$ cat src/rtl/tmr_scrub_ctrl.sv
// rtl/tmr_scrub_ctrl.sv - TMR mismatch confirm/scrub/cooldown sequencer with per-replica fault tracking
module tmr_scrub_ctrl #(
  parameter int CNT_W        = 8,
  parameter int SCRUB_CYCLES = 2,
  parameter int COOLDOWN     = 4,
  parameter int FAULT_THRESH = 4
) (
  input  logic             clk,
  input  logic             rst_n,
  input  logic             enable_i,
  input  logic [2:0]       mismatch_i,
  input  logic             clr_i,
  output logic             scrub_o,
  output logic [2:0]       scrub_mask_o,
  (* tmrx_error_sink *)
  output logic             err,
  output logic             fault_o,
  output logic [1:0]       fault_replica_o,
  output logic [CNT_W-1:0] err_count_o
);

  localparam int SC_W = $clog2(SCRUB_CYCLES + 1);
  localparam int CD_W = $clog2(COOLDOWN + 1);

  typedef enum logic [2:0] {IDLE, CONFIRM, SCRUB, COOL, FAULT} state_t;

  state_t          state;
  logic [2:0]      mask;
  logic [2:0]      hit_cnt [4];
  logic [SC_W-1:0] sc_cnt;
  logic [CD_W-1:0] cd_cnt;
  logic            clr_pend;
  logic            fault_pend;
  logic [1:0]      fault_idx;

  logic            multi;
  logic            onehot;
  logic [1:0]      idx;
  logic [2:0]      hit_next;

  always_comb begin
    multi    = |(mismatch_i & (mismatch_i - 3'd1));
    onehot   = (mismatch_i != 3'd0) && !multi;
    idx      = mask[0] ? 2'd0 : (mask[1] ? 2'd1 : 2'd2);
    hit_next = (hit_cnt[idx] == 3'd7) ? 3'd7 : hit_cnt[idx] + 3'd1;
  end

  always_ff @(posedge clk or negedge rst_n) begin
    if (!rst_n) begin
      state           <= IDLE;
      mask            <= '0;
      for (int i = 0; i < 4; i++) hit_cnt[i] <= '0;
      sc_cnt          <= '0;
      cd_cnt          <= '0;
      clr_pend        <= 1'b0;
      fault_pend      <= 1'b0;
      fault_idx       <= '0;
      scrub_o         <= 1'b0;
      scrub_mask_o    <= '0;
      err             <= 1'b0;
      fault_o         <= 1'b0;
      fault_replica_o <= '0;
      err_count_o     <= '0;
    end else begin
      case (state)
        IDLE: begin
          if (clr_i) begin
            err_count_o <= '0;
            for (int i = 0; i < 4; i++) hit_cnt[i] <= '0;
          end else if (multi) begin
            state           <= FAULT;
            fault_o         <= 1'b1;
            err             <= 1'b1;
            fault_replica_o <= 2'd3;
          end else if (enable_i && onehot) begin
            mask  <= mismatch_i;
            state <= CONFIRM;
          end
        end
        CONFIRM: begin
          if (clr_i) begin
            err_count_o <= '0;
            for (int i = 0; i < 4; i++) hit_cnt[i] <= '0;
            state <= IDLE;
          end else if (multi) begin
            state           <= FAULT;
            fault_o         <= 1'b1;
            err             <= 1'b1;
            fault_replica_o <= 2'd3;
          end else if ((mismatch_i & mask) != 3'd0) begin
            // Entry cycle: count and flag now, drive scrub_o from the next cycle on
            state        <= SCRUB;
            sc_cnt       <= '0;
            err          <= 1'b1;
            err_count_o  <= (&err_count_o) ? err_count_o : err_count_o + CNT_W'(1);
            hit_cnt[idx] <= hit_next;
            fault_pend   <= (hit_next == 3'(FAULT_THRESH));
            fault_idx    <= idx;
            clr_pend     <= 1'b0;
          end else begin
            state <= IDLE;
          end
        end
        SCRUB: begin
          if (clr_i) clr_pend <= 1'b1;
          if (sc_cnt == SC_W'(SCRUB_CYCLES)) begin
            scrub_o      <= 1'b0;
            scrub_mask_o <= '0;
            cd_cnt       <= '0;
            // A clear requested during the scrub wipes the counters, so any pending fault is moot
            if (clr_pend || clr_i) begin
              err_count_o <= '0;
              for (int i = 0; i < 4; i++) hit_cnt[i] <= '0;
              state <= COOL;
            end else if (fault_pend) begin
              state           <= FAULT;
              fault_o         <= 1'b1;
              err             <= 1'b1;
              fault_replica_o <= fault_idx;
            end else begin
              state <= COOL;
            end
          end else begin
            sc_cnt <= sc_cnt + SC_W'(1);
            if (sc_cnt == '0) begin
              scrub_o      <= 1'b1;
              scrub_mask_o <= mask;
              err          <= 1'b0;
            end
          end
        end
        COOL: begin
          if (clr_i) begin
            err_count_o <= '0;
            for (int i = 0; i < 4; i++) hit_cnt[i] <= '0;
            state <= IDLE;
          end else if (cd_cnt == CD_W'(COOLDOWN - 1)) begin
            state <= IDLE;
          end else begin
            cd_cnt <= cd_cnt + CD_W'(1);
          end
        end
        FAULT: begin
          if (clr_i) begin
            err_count_o <= '0;
            for (int i = 0; i < 4; i++) hit_cnt[i] <= '0;
            fault_o         <= 1'b0;
            fault_replica_o <= '0;
            err             <= 1'b0;
            state           <= IDLE;
          end
        end
        default: state <= IDLE;
      endcase
    end
  end

endmodule
$ cat config.mk
export PLATFORM = sky130hd
export DESIGN_NAME = tmr_scrub_ctrl
export DESIGN_NICKNAME = d
export VERILOG_FILES = /design/src/rtl/tmr_scrub_ctrl.sv
export SDC_FILE = /design/constraint.sdc
export NUM_CORES = 1
export LEC_CHECK = 0
export CAP_MARGIN = 5
export CELL_PAD_IN_SITES_DETAIL_PLACEMENT = 1
export CELL_PAD_IN_SITES_GLOBAL_PLACEMENT = 1
export CORE_UTILIZATION = 44
export DETAILED_ROUTE_END_ITERATION = 8
export PLACE_DENSITY = 0.76
export SETUP_SLACK_MARGIN = 0.3
export SYNTH_ARGS = -nofsm -noshare
export SYNTH_HDL_FRONTEND = slang
export SYNTH_SLANG_ARGS = --single-unit
$ cat constraint.sdc
create_clock -name clk -period 2.9 [get_ports clk]
set_input_delay 0.58 -clock clk [delete_from_list [all_inputs] [get_ports clk]]
set_output_delay 0.58 -clock clk [all_outputs]
set_load 0.1 [all_outputs]
==> impl_metrics.ini <==
[placed_design]
numPortBuffers = 22
routabilityCongestion = 0.808
post-place-cells = 332
post-dp-hpwl_um = 4020
placed_cell_area_mm2 = 0.00256

[timing]
max_slew.worst_pin.slew_ps = 905
drv_slew = 0
slew-limit-headroom_pct = 39.7
setup-violations-final = 0
grt_setup_unrepaired = no
fin_hold_ws_ps = 408
fin_worst_skew_ps = 5.15
hold_viol = 0
part_of_the_cycle_the_worst_path_needs_pct = 78.6
final.min_clock_period_ps = 2280
final.setup.tns_ps = 0
max_clock_freq_mhz = 439

[yosys]
synth-edff-count = 0
synthSimpleGateAreaFrac_pct = 21.4
synth_top_family_by_area = simple AND/OR/NAND/NOR gates
synth_seq_area_share_pct = 42.6
synthAdderAreaFrac_pct = 3.68
netlist_cell_types = 53
ys.warnings.count = 0
syn_nets = 260
xor_and_xnor_area_share_after_synthesis_pct = 0.373
syn-instance-count = 247
yosys-mux-area-fraction_pct = 6.40
netlist_area_mm2 = 0.00235
synth_flop_cell = sky130_fd_sc_hd__dfrtp_1
syn_area_per_cell_um2 = 9.50
synth_compound_gate_area_share_pct = 20.5
number_of_synthesized_register_bits = 40
async_flop_share_pct = 100

[finish]
layout_common_cells = 40 x sky130_fd_sc_hd__dfrtp_1, 27 x sky130_fd_sc_hd__nand2_1, 26 x sky130_fd_sc_hd__nor2_1
flow.area_growth_from_synthesis_pct = 13.1
diodes = 0
final_cell_count_no_fill = 340
finish.instance_area_mm2 = 0.00265
layout-drive-gt1-share_pct = 17.0
final_common_cell = sky130_fd_sc_hd__dfrtp_1
layout.nets = 282

[worst_setup_path]
critical_path.slowest_cell = sky130_fd_sc_hd__clkdlybuf4s50_1
worst_ep_required_time_ps = 3090
kind_of_cell_adding_the_most_delay_to_the_critical_path = simple AND/OR/NAND/NOR gates
peak_fanout_along_the_critical_path = 14
slowest_delay_ps = 540
worstSetupEndpointType = flip-flop
critical_path_buf_inv_count = 1
setup.worst_path.start_class = primary input
worst-setup-path-type = in2reg
cp_cell_sequence = clkdlybuf4s50_1 > nor4b_4 > nor4b_2 > o21bai_2 > nor2_1 > o22a_1
worst_ep_arrival_time_ps = 2470

[grt]
grt_antenna_before_repair = 0
first_pass_grt_wire_length_um = 9360
globalRouteTotalUtil_pct = 22.7
vias_in_the_first_global_route = 1905
global_route.overflow_total = 0
grt_max_degree = 41

[clock_network]
clkSinkCount = 40
clock_pin_slew_on_the_worst_setup_and_hold_paths_ps = 80
tritoncts = done
worstSkewPairLatency_ps = 300
cts.repair.resized = 0
cts_hold_buf = 0
clock_path_buffers = 2
post_cts_setup_buffer_count = 0
cts_root_buf = sky130_fd_sc_hd__clkbuf_8
h_tree_lvl_count = 2
inserted_clock_buffers = 5

[floorplan]
die_x_um = 75.0
initial_core_util_pct = 46.0
die_h_um = 75.0
floorplan.rows = 26
io_pins = 23
die_area_mm2 = 0.00563
fp.coreArea_mm2 = 0.00511

[detailed_routing]
detailroute.via_count = 1887
detail_route.wl_per_cell_um = 16.4
wl_um = 5580
via_per_inst = 5.55
antenna_violating_nets_remaining = 0
drtIter0Drc = 99
detailed_routing_iterations_pass_1 = 4
drcViolationCount = 0

[outcome]
run_status = finished clean

[power_and_ir_drop]
total_leakage_power_uw = 0.00119
vdd_ir_max_uv = 421
power.total_uw = 2050
p_per_area_mw_per_mm2 = 774

[worst_hold_path]
holdCritPathClass = in2async

[flow_run]
max_cap_violations = 0
cell type report:
type	instances	area (um2)
well taps	70	87.6
repair buffers	26	205
fillers	613	2450
flip-flops and latches	40	1000
clock buffers	8	90.1
multi-input cells	185	1230
inverters	11	41.3
path summary, 6_finish.rpt:
path                           start              to  slack, ps  depth (start not counted)
max                            clr_i      hit_cnt[6]        620                          6
min                            rst_n  err_count_o[7]        410                          1
max reg2reg                  mask[0]      hit_cnt[4]        780                          7
min reg2reg                sc_cnt[0]       sc_cnt[0]        490                          1
max in group asynchronous      rst_n      hit_cnt[5]       1930                          1
min in group clk           sc_cnt[0]       sc_cnt[0]        490                          1
state kept, by name, indices dropped and copies added (netlist names), 2 cells and up:
name             flops
cd_cnt               3
err_count_o          8
fault_idx            2
fault_replica_o      2
hit_cnt              9
mask                 3
sc_cnt               2
scrub_mask_o         3
state                3
cells by family (layout without fill, tap and decap cells):
group           count (synthesis)  count (layout)
simple gates                   91              91
fa+ha+maj                       7               7
buf+inv                        22              45
compound gates                 73              73
xor+xnor                        1               1
mux                            13              13
flops                          40              40
synth_stat cells (2+ instances only):
cell type	n	area (um2)
sky130_fd_sc_hd__nand3_1	4	20.0
sky130_fd_sc_hd__nor3b_1	3	22.5
sky130_fd_sc_hd__and4bb_2	2	25.0
sky130_fd_sc_hd__o22a_1	2	17.5
sky130_fd_sc_hd__mux2_4	3	45.0
sky130_fd_sc_hd__mux2i_1	6	60.1
sky130_fd_sc_hd__o31ai_1	3	22.5
sky130_fd_sc_hd__mux2_2	4	45.0
sky130_fd_sc_hd__buf_6	4	45.0
sky130_fd_sc_hd__nand2_1	27	101
sky130_fd_sc_hd__o31a_1	3	26.3
sky130_fd_sc_hd__a21oi_1	12	60.1
sky130_fd_sc_hd__o21bai_1	2	15.0
sky130_fd_sc_hd__a21o_1	2	15.0
sky130_fd_sc_hd__dfrtp_1	40	1000
sky130_fd_sc_hd__nor2b_1	6	37.5
sky130_fd_sc_hd__a31oi_1	7	43.8
sky130_fd_sc_hd__buf_2	4	20.0
sky130_fd_sc_hd__o21ai_0	22	110
sky130_fd_sc_hd__nand2b_1	9	56.3
sky130_fd_sc_hd__inv_1	11	41.3
sky130_fd_sc_hd__nor3b_2	2	25.0
sky130_fd_sc_hd__o21a_1	3	22.5
sky130_fd_sc_hd__o21ai_1	2	10.0
sky130_fd_sc_hd__nor2_1	26	97.6
sky130_fd_sc_hd__ha_1	6	75.1
sky130_fd_sc_hd__clkbuf_1	3	11.3
sky130_fd_sc_hd__a211o_1	2	17.5
sky130_fd_sc_hd__and3_1	3	18.8
metrics by stage:
stage / util (%) / setup slack (ps)
4_1_cts: 52.0 / 602
3_3_place_gp: 50.2 / 376
2_1_floorplan: - / 633
6_report: 52.0 / 621
3_5_place_dp: 50.2 / 278
5_1_grt: 52.0 / 478
routing by layer:
layer	vias to the layer above	GRT usage [%]	part of all wire, %
met5	-	0	0
met4	0	7.97	1.5
met3	6	4.95	2.5
met2	28	38.4	48
met1	923	28.7	48
li1	930	-	-
worst reg2reg max path, stage by stage (launching register included):
cell,delay [ps]
sky130_fd_sc_hd__dfrtp_1,680
sky130_fd_sc_hd__mux2i_1,370
sky130_fd_sc_hd__inv_1,80
sky130_fd_sc_hd__ha_1,280
sky130_fd_sc_hd__nor3b_1,170
sky130_fd_sc_hd__o31a_1,310
sky130_fd_sc_hd__nand2_1,70
sky130_fd_sc_hd__nand2_1,50
where the power goes:
part / internal, uW / leakage (uW) / switching, uW / total, uW
sequential: 652 / 0.000520 / 131 / 783
combinational: 308 / 0.000624 / 572 / 880
clock: 194 / 0.0000455 / 197 / 391
Note: power is estimated with default switching activity, not from simulation.
